--- src/rtl/i2c_cmd_sequencer_if.sv ---
// Host command/response port plus the i2c_master control bus of the command sequencer.
// The slave modport is the sequencer; the master modport is the host / master-side model.
interface i2c_cmd_sequencer_if #(
  parameter int CMD_DEPTH = 8
);
  localparam int LEVEL_W = $clog2(CMD_DEPTH) + 1;

  logic               cmd_valid;
  logic               cmd_ready;
  logic               cmd_rw;
  logic [6:0]         cmd_addr;
  logic [7:0]         cmd_data;
  logic [1:0]         speed_cfg;
  logic               rsp_valid;
  logic               rsp_ready;
  logic [7:0]         rsp_data;
  logic               rsp_ack_err;
  logic               rsp_timeout;
  logic               halted;
  logic               clr;
  logic [LEVEL_W-1:0] cmd_level;
  logic               m_write;
  logic               m_read;
  logic [6:0]         m_addr;
  logic [7:0]         m_data_wr;
  logic [1:0]         m_speed_mode;
  logic [7:0]         m_data_rd;
  logic               m_done;
  logic               m_ack_error;

  modport slave (
    input  cmd_valid, cmd_rw, cmd_addr, cmd_data, speed_cfg, rsp_ready, clr,
           m_data_rd, m_done, m_ack_error,
    output cmd_ready, rsp_valid, rsp_data, rsp_ack_err, rsp_timeout, halted, cmd_level,
           m_write, m_read, m_addr, m_data_wr, m_speed_mode
  );

  modport master (
    output cmd_valid, cmd_rw, cmd_addr, cmd_data, speed_cfg, rsp_ready, clr,
           m_data_rd, m_done, m_ack_error,
    input  cmd_ready, rsp_valid, rsp_data, rsp_ack_err, rsp_timeout, halted, cmd_level,
           m_write, m_read, m_addr, m_data_wr, m_speed_mode
  );
endinterface

--- src/rtl/i2c_cmd_sequencer.sv ---
// Queues host I2C commands and issues them one at a time to i2c_master, returning
// read data and ACK/timeout status over a ready/valid response port.
module i2c_cmd_sequencer #(
  parameter int CMD_DEPTH   = 8,
  parameter int TIMEOUT     = 65535,
  parameter bit STOP_ON_ERR = 1'b1
) (
  input logic                clk,
  input logic                rst,
  i2c_cmd_sequencer_if.slave bus
);
  localparam int PTR_W = $clog2(CMD_DEPTH);
  localparam int LVL_W = PTR_W + 1;
  localparam int CNT_W = $clog2(TIMEOUT);

  typedef enum logic [2:0] {IDLE, ISSUE, WAIT, RESP, HALT} state_t;
  typedef struct packed {
    logic       rw;
    logic [6:0] addr;
    logic [7:0] data;
  } cmd_t;

  state_t           state, state_nx;
  cmd_t             mem [CMD_DEPTH];
  cmd_t             head;
  logic [PTR_W-1:0] wr_ptr, rd_ptr;
  logic [LVL_W-1:0] level;
  logic [CNT_W-1:0] cnt;
  logic             full, empty, push, pop, flush, timed_out, err_stop;
  logic             rw_q, ack_err_q, timeout_q;
  logic [6:0]       addr_q;
  logic [7:0]       data_wr_q, rsp_data_q;
  logic [1:0]       speed_q;

  assign full      = (level == LVL_W'(CMD_DEPTH));
  assign empty     = (level == '0);
  assign push      = bus.cmd_valid && bus.cmd_ready;
  assign pop       = (state == IDLE) && !empty;
  assign flush     = (state == HALT);
  assign head      = mem[rd_ptr];
  // Terminal count: the increment in this cycle would bring the counter to TIMEOUT-1.
  assign timed_out = (state == WAIT) && !bus.m_done && (cnt == CNT_W'(TIMEOUT - 2));
  assign err_stop  = timeout_q || (ack_err_q && STOP_ON_ERR);

  // NOTE: storage arrays carry no reset; level/pointers alone define which entries are valid.
  always_ff @(posedge clk) begin
    if (push) mem[wr_ptr] <= cmd_t'{bus.cmd_rw, bus.cmd_addr, bus.cmd_data};
  end

  // NOTE: clocked state uses non-blocking assignments so every register samples pre-edge values.
  always_ff @(posedge clk) begin
    if (rst || flush) begin
      wr_ptr <= '0;
      rd_ptr <= '0;
      level  <= '0;
    end else begin
      if (push) wr_ptr <= wr_ptr + PTR_W'(1);
      if (pop)  rd_ptr <= rd_ptr + PTR_W'(1);
      case ({push, pop})
        2'b10:   level <= level + LVL_W'(1);
        2'b01:   level <= level - LVL_W'(1);
        default: level <= level;
      endcase
    end
  end

  always_ff @(posedge clk) begin
    if (rst) state <= IDLE;
    else     state <= state_nx;
  end

  // NOTE: next state defaults to the current one first, so no path through the case infers a latch.
  always_comb begin
    state_nx = state;
    unique case (state)
      IDLE:    if (!empty) state_nx = ISSUE;
      ISSUE:   state_nx = WAIT;
      WAIT:    if (bus.m_done || timed_out) state_nx = RESP;
      RESP:    if (bus.rsp_ready) state_nx = err_stop ? HALT : IDLE;
      HALT:    if (bus.clr) state_nx = IDLE;
      default: state_nx = IDLE;
    endcase
  end

  always_ff @(posedge clk) begin
    if (rst) begin
      rw_q       <= 1'b0;
      addr_q     <= '0;
      data_wr_q  <= '0;
      speed_q    <= '0;
      cnt        <= '0;
      rsp_data_q <= '0;
      ack_err_q  <= 1'b0;
      timeout_q  <= 1'b0;
    end else begin
      if (pop) begin
        rw_q      <= head.rw;
        addr_q    <= head.addr;
        data_wr_q <= head.data;
        speed_q   <= bus.speed_cfg;
      end
      if (state == ISSUE)     cnt <= '0;
      else if (state == WAIT) cnt <= cnt + CNT_W'(1);
      // m_done takes priority over a coincident terminal count.
      if (state == WAIT && bus.m_done) begin
        rsp_data_q <= rw_q ? bus.m_data_rd : 8'h00;
        ack_err_q  <= bus.m_ack_error;
        timeout_q  <= 1'b0;
      end else if (timed_out) begin
        rsp_data_q <= 8'h00;
        ack_err_q  <= 1'b0;
        timeout_q  <= 1'b1;
      end
    end
  end

  assign bus.cmd_ready    = !full && (state != HALT);
  assign bus.cmd_level    = level;
  assign bus.halted       = (state == HALT);
  assign bus.rsp_valid    = (state == RESP);
  assign bus.rsp_data     = rsp_data_q;
  assign bus.rsp_ack_err  = ack_err_q;
  assign bus.rsp_timeout  = timeout_q;
  assign bus.m_write      = (state == ISSUE) && !rw_q;
  assign bus.m_read       = (state == ISSUE) && rw_q;
  assign bus.m_addr       = addr_q;
  assign bus.m_data_wr    = data_wr_q;
  assign bus.m_speed_mode = speed_q;
endmodule

--- src/flat_wrapper.sv ---
// flat-port wrapper written by rule: the top's interface ports become plain ports
module i2c_cmd_sequencer_flat 
#(
  parameter int CMD_DEPTH   = 8,
  parameter int TIMEOUT     = 65535,
  parameter bit STOP_ON_ERR = 1'b1
)
  (clk, rst, bus_cmd_valid, bus_cmd_rw, bus_cmd_addr, bus_cmd_data, bus_speed_cfg, bus_rsp_ready, bus_clr, bus_m_data_rd, bus_m_done, bus_m_ack_error, bus_cmd_ready, bus_rsp_valid, bus_rsp_data, bus_rsp_ack_err, bus_rsp_timeout, bus_halted, bus_cmd_level, bus_m_write, bus_m_read, bus_m_addr, bus_m_data_wr, bus_m_speed_mode);
  i2c_cmd_sequencer_if #(.CMD_DEPTH(CMD_DEPTH)) bus_i ();
  input logic clk;
  input logic rst;
  input wire logic [$bits(bus_i.cmd_valid)-1:0] bus_cmd_valid;
  input wire logic [$bits(bus_i.cmd_rw)-1:0] bus_cmd_rw;
  input wire logic [$bits(bus_i.cmd_addr)-1:0] bus_cmd_addr;
  input wire logic [$bits(bus_i.cmd_data)-1:0] bus_cmd_data;
  input wire logic [$bits(bus_i.speed_cfg)-1:0] bus_speed_cfg;
  input wire logic [$bits(bus_i.rsp_ready)-1:0] bus_rsp_ready;
  input wire logic [$bits(bus_i.clr)-1:0] bus_clr;
  input wire logic [$bits(bus_i.m_data_rd)-1:0] bus_m_data_rd;
  input wire logic [$bits(bus_i.m_done)-1:0] bus_m_done;
  input wire logic [$bits(bus_i.m_ack_error)-1:0] bus_m_ack_error;
  output wire logic [$bits(bus_i.cmd_ready)-1:0] bus_cmd_ready;
  output wire logic [$bits(bus_i.rsp_valid)-1:0] bus_rsp_valid;
  output wire logic [$bits(bus_i.rsp_data)-1:0] bus_rsp_data;
  output wire logic [$bits(bus_i.rsp_ack_err)-1:0] bus_rsp_ack_err;
  output wire logic [$bits(bus_i.rsp_timeout)-1:0] bus_rsp_timeout;
  output wire logic [$bits(bus_i.halted)-1:0] bus_halted;
  output wire logic [$bits(bus_i.cmd_level)-1:0] bus_cmd_level;
  output wire logic [$bits(bus_i.m_write)-1:0] bus_m_write;
  output wire logic [$bits(bus_i.m_read)-1:0] bus_m_read;
  output wire logic [$bits(bus_i.m_addr)-1:0] bus_m_addr;
  output wire logic [$bits(bus_i.m_data_wr)-1:0] bus_m_data_wr;
  output wire logic [$bits(bus_i.m_speed_mode)-1:0] bus_m_speed_mode;
  assign bus_i.cmd_valid = bus_cmd_valid;
  assign bus_i.cmd_rw = bus_cmd_rw;
  assign bus_i.cmd_addr = bus_cmd_addr;
  assign bus_i.cmd_data = bus_cmd_data;
  assign bus_i.speed_cfg = bus_speed_cfg;
  assign bus_i.rsp_ready = bus_rsp_ready;
  assign bus_i.clr = bus_clr;
  assign bus_i.m_data_rd = bus_m_data_rd;
  assign bus_i.m_done = bus_m_done;
  assign bus_i.m_ack_error = bus_m_ack_error;
  assign bus_cmd_ready = bus_i.cmd_ready;
  assign bus_rsp_valid = bus_i.rsp_valid;
  assign bus_rsp_data = bus_i.rsp_data;
  assign bus_rsp_ack_err = bus_i.rsp_ack_err;
  assign bus_rsp_timeout = bus_i.rsp_timeout;
  assign bus_halted = bus_i.halted;
  assign bus_cmd_level = bus_i.cmd_level;
  assign bus_m_write = bus_i.m_write;
  assign bus_m_read = bus_i.m_read;
  assign bus_m_addr = bus_i.m_addr;
  assign bus_m_data_wr = bus_i.m_data_wr;
  assign bus_m_speed_mode = bus_i.m_speed_mode;
  i2c_cmd_sequencer #(.CMD_DEPTH(CMD_DEPTH), .TIMEOUT(TIMEOUT), .STOP_ON_ERR(STOP_ON_ERR)) u_core (.clk(clk), .rst(rst), .bus(bus_i));
endmodule
--- config.mk ---
export PLATFORM = sky130hd
export DESIGN_NAME = i2c_cmd_sequencer_flat
export DESIGN_NICKNAME = d
export VERILOG_FILES = /design/src/rtl/i2c_cmd_sequencer_if.sv /design/src/rtl/i2c_cmd_sequencer.sv /design/src/flat_wrapper.sv
export SDC_FILE = /design/constraint.sdc
export NUM_CORES = 1
export LEC_CHECK = 0
export ABC_AREA = 1
export CAP_MARGIN = 20
export CORE_MARGIN = 10
export CORE_UTILIZATION = 45
export CTS_BUF_LIST = sky130_fd_sc_hd__clkbuf_8 sky130_fd_sc_hd__clkbuf_16
export DETAILED_ROUTE_END_ITERATION = 10
export HOLD_SLACK_MARGIN = 0.03
export SYNTH_ARGS = -nofsm -noshare
export SYNTH_HDL_FRONTEND = slang
export SYNTH_SLANG_ARGS = --single-unit
--- constraint.sdc ---
create_clock -name clk -period 4.15 [get_ports clk]
set_input_delay 0.6225 -clock clk [delete_from_list [all_inputs] [get_ports clk]]
set_output_delay 0.6225 -clock clk [all_outputs]
set_load 0.02 [all_outputs]
==> results.md <==
- Peak Freq: 0.387 GHz
- Die ar.: 22800 um^2
- Initial antenna violation count: 0
- Largest net degree at the start of global routing: 67
- Mux cell area share after synthesis: 0%
- Critical path type: reg2out
- Antenna fix cells: 0
- Clock Skew: 0.00967 ns
- Post-CTS setup repair buffer count: 0
- Wirelength per Cell: 16.8 um
- Most frequent cells in the layout: nor2_1, edfxtp_1, nand2_1, nand3_1, clkdlybuf4s50_1
- Post-Route WL: 18000 um
- Period utilisation layout: 62.3%
- DR DRC count: 0
- Hold crit path type: reg2reg
- Max Cap Viol: 0
- Final instance area: 9260 um^2
- Worst Setup SP: u_core.state[1]
- Reg2reg path depth: 13
- Hold Crit Depth: 2
- Synth Area in Simple Gates: 20.6%
- Synth Area in XOR/XNOR: 0.568%
- Reg clk slew, reported paths: 0.06 ns
- Clk_lat worst skew: 0.43 ns
- Worst Path Required: 3.53 ns
- Worst setup slack after layout: 1.56 ns
- CTS buffer count: 17
- Post_cts resized: 0
- Leak: 3.24 nW
- Root Buffer: clkbuf_16
- Dpl ws: 1.29 ns
- Vias in the first global route: 5546
- Most common cell after layout, fill and taps aside: nor2_1
- Synth Instances: 771
- Final cell count without fillers: 1073
- Mean post-synth cell area: 10.0 um^2
- Final setup fails: 0
- Reg2Reg Launch Point: u_core.bus.cmd_level[0]
- RSZ-0062 raised after global routing: no
- Final Hold Viols: 0
- Height of the die: 151 um
- Reg area: 4990 um^2
- YS warnings: 0
- Synth Area in Compound Gates: 8.81%
- FILL cells: 1464
- Worst Max-Slew Pin Slew: 1.03 ns
- TritonRoute pass-1 iters: 5
- Final Wtd Congestion: 0.796
- Site Rows: 47
- Cts-stage hold buffer count: 0
- H-Tree Depth: 4
- Synth Cell Area: 7710 um^2
- Arr. time, crit path: 1.96 ns
- Via/cell ratio: 5.23
- Initial DRC count: 302
- Sum Neg Setup Slack: 0 ns
- Die width: 151 um
- Final ANT Viol Nets: 0
- Final nets: 880
- Clk sink count: 185
- Status: completed
- Core area: 16700 um^2
- Layout area overhead: 20.0%
- Seq/Total Area, Yosys: 64.6%
- Max clock buf depth: 2
- Placed cell count: 1041
- Post-DP HPWL: 11100 um
- # port buffers: 68
- HP Start: u_core.bus.m_data_wr[2]
- Crit end category: output port
- Synth unique cells: 34
- CP max FO: 5
- Multi-input logic area: 2420 um^2
- Register-to-register setup slack: 1.72 ns
- Setup crit start kind: flip-flop
- DP Area: 8640 um^2
- CTS tree: done
- Initial core utilization: 46.2%
- Tmin final: 2.59 ns
- All-Layer GR Usage: 16.3%
- Synth Area in Adders: 1.14%
- Seq cells post-synth: 185
- Final slew viol count: 0
- Worst vdd ir: 0.000384 V
- Slew margin rel.: 31.1%
- Largest family of logic cells by synthesized area: simple AND/OR/NAND/NOR gates
- Power per Cell Area: 598 nW/um^2
- Syn Nets: 811
- Vias: 5609
- Fraction of layout cells with a size suffix above 1: 8.44%
- Io pins: 69
- Global-route wire length before repair: 28900 um
- Aggregate global routing overflow: 0
synthesized netlist by cell type, drive strengths merged:
cell type  number  area (um^2)
nand3          77          395
nand2          95          369
or2             4         25.0
nand3b          3         22.5
nor2          173          694
nor3            6         35.0
dfxtp          57         1140
nand4           5         37.5
xor2            4         35.0
a211oi          1         12.5
a21oi          48          240
clkbuf         15         57.6
edfxtp        128         3840
buf            18          100
a31oi           1         21.3
inv            44          165
clkinv          2         7.51
o21ai          81          405
xnor2           1         8.76
ha              7         87.6
and3            1         6.26
where the power goes:
| group | switching, W | internal, W | leakage, nW |
|---|---|---|---|
| logic | 0.00101 | 0.000548 | 1.33 |
| clock network | 0.000682 | 0.000966 | 0.287 |
| registers | 0.000118 | 0.00221 | 1.63 |
sequential cells by signal, indices dropped and copies added (netlist names), 2 cells and up:
name / cells
u_core.bus.m_speed_mode: 2
u_core.bus.rsp_data: 8
u_core.bus.m_data_wr: 8
u_core.mem: 128
u_core.rd_ptr: 3
u_core.cnt: 16
u_core.bus.m_addr: 7
u_core.bus.cmd_level: 4
u_core.state: 3
u_core.wr_ptr: 3
worst paths after layout:
kind | end
worst min register to register | u_core.bus.m_data_wr[2]
worst max-delay path | bus_cmd_ready
worst min-delay path | u_core.bus.m_data_wr[2]
worst max register to register | u_core.bus.cmd_level[2]
area by class of cell:
cell class / count / area share [%]
clock buffer: 18 / 4.75
sequential: 185 / 53.9
multi-input combinational: 507 / 26.1
tap: 220 / 2.97
inverter: 46 / 1.87
timing repair buffer: 83 / 8.57
clock inverter: 14 / 1.87
cells by family after synthesis:
kind of cell	after synthesis
simple gates	364
fa+ha+maj	7
flops	185
xor+xnor	5
compound gates	131
buf+inv	79
routing by layer:
layer / global-route usage, % / routed length [um] / vias to the layer above
li1: - / - / 2767
met1: 20.9 / 8160 / 2674
met2: 26.3 / 8480 / 141
met3: 3.61 / 1040 / 27
met4: 6.40 / 342 / 0
met5: 0 / 0 / -
critical path: stages (launching register included):
cell	delay [ns]
dfxtp_1	0.46
inv_2	0.10
nand3_2	0.12
inv_2	0.06
a31oi_4	0.16
clkdlybuf4s50_1	0.64
metrics by stage:
step                      power (W)  hold WS [ns]  util (%)
after global placement      0.00389         0.454      51.8
after CTS                   0.00559         0.470      55.4
final                       0.00553         0.465      55.4
after global routing        0.00585         0.485      55.4
after floorplan             0.00337         0.457         -
after detailed placement    0.00394         0.459      51.8
Power figures use the tool's default switching activity.
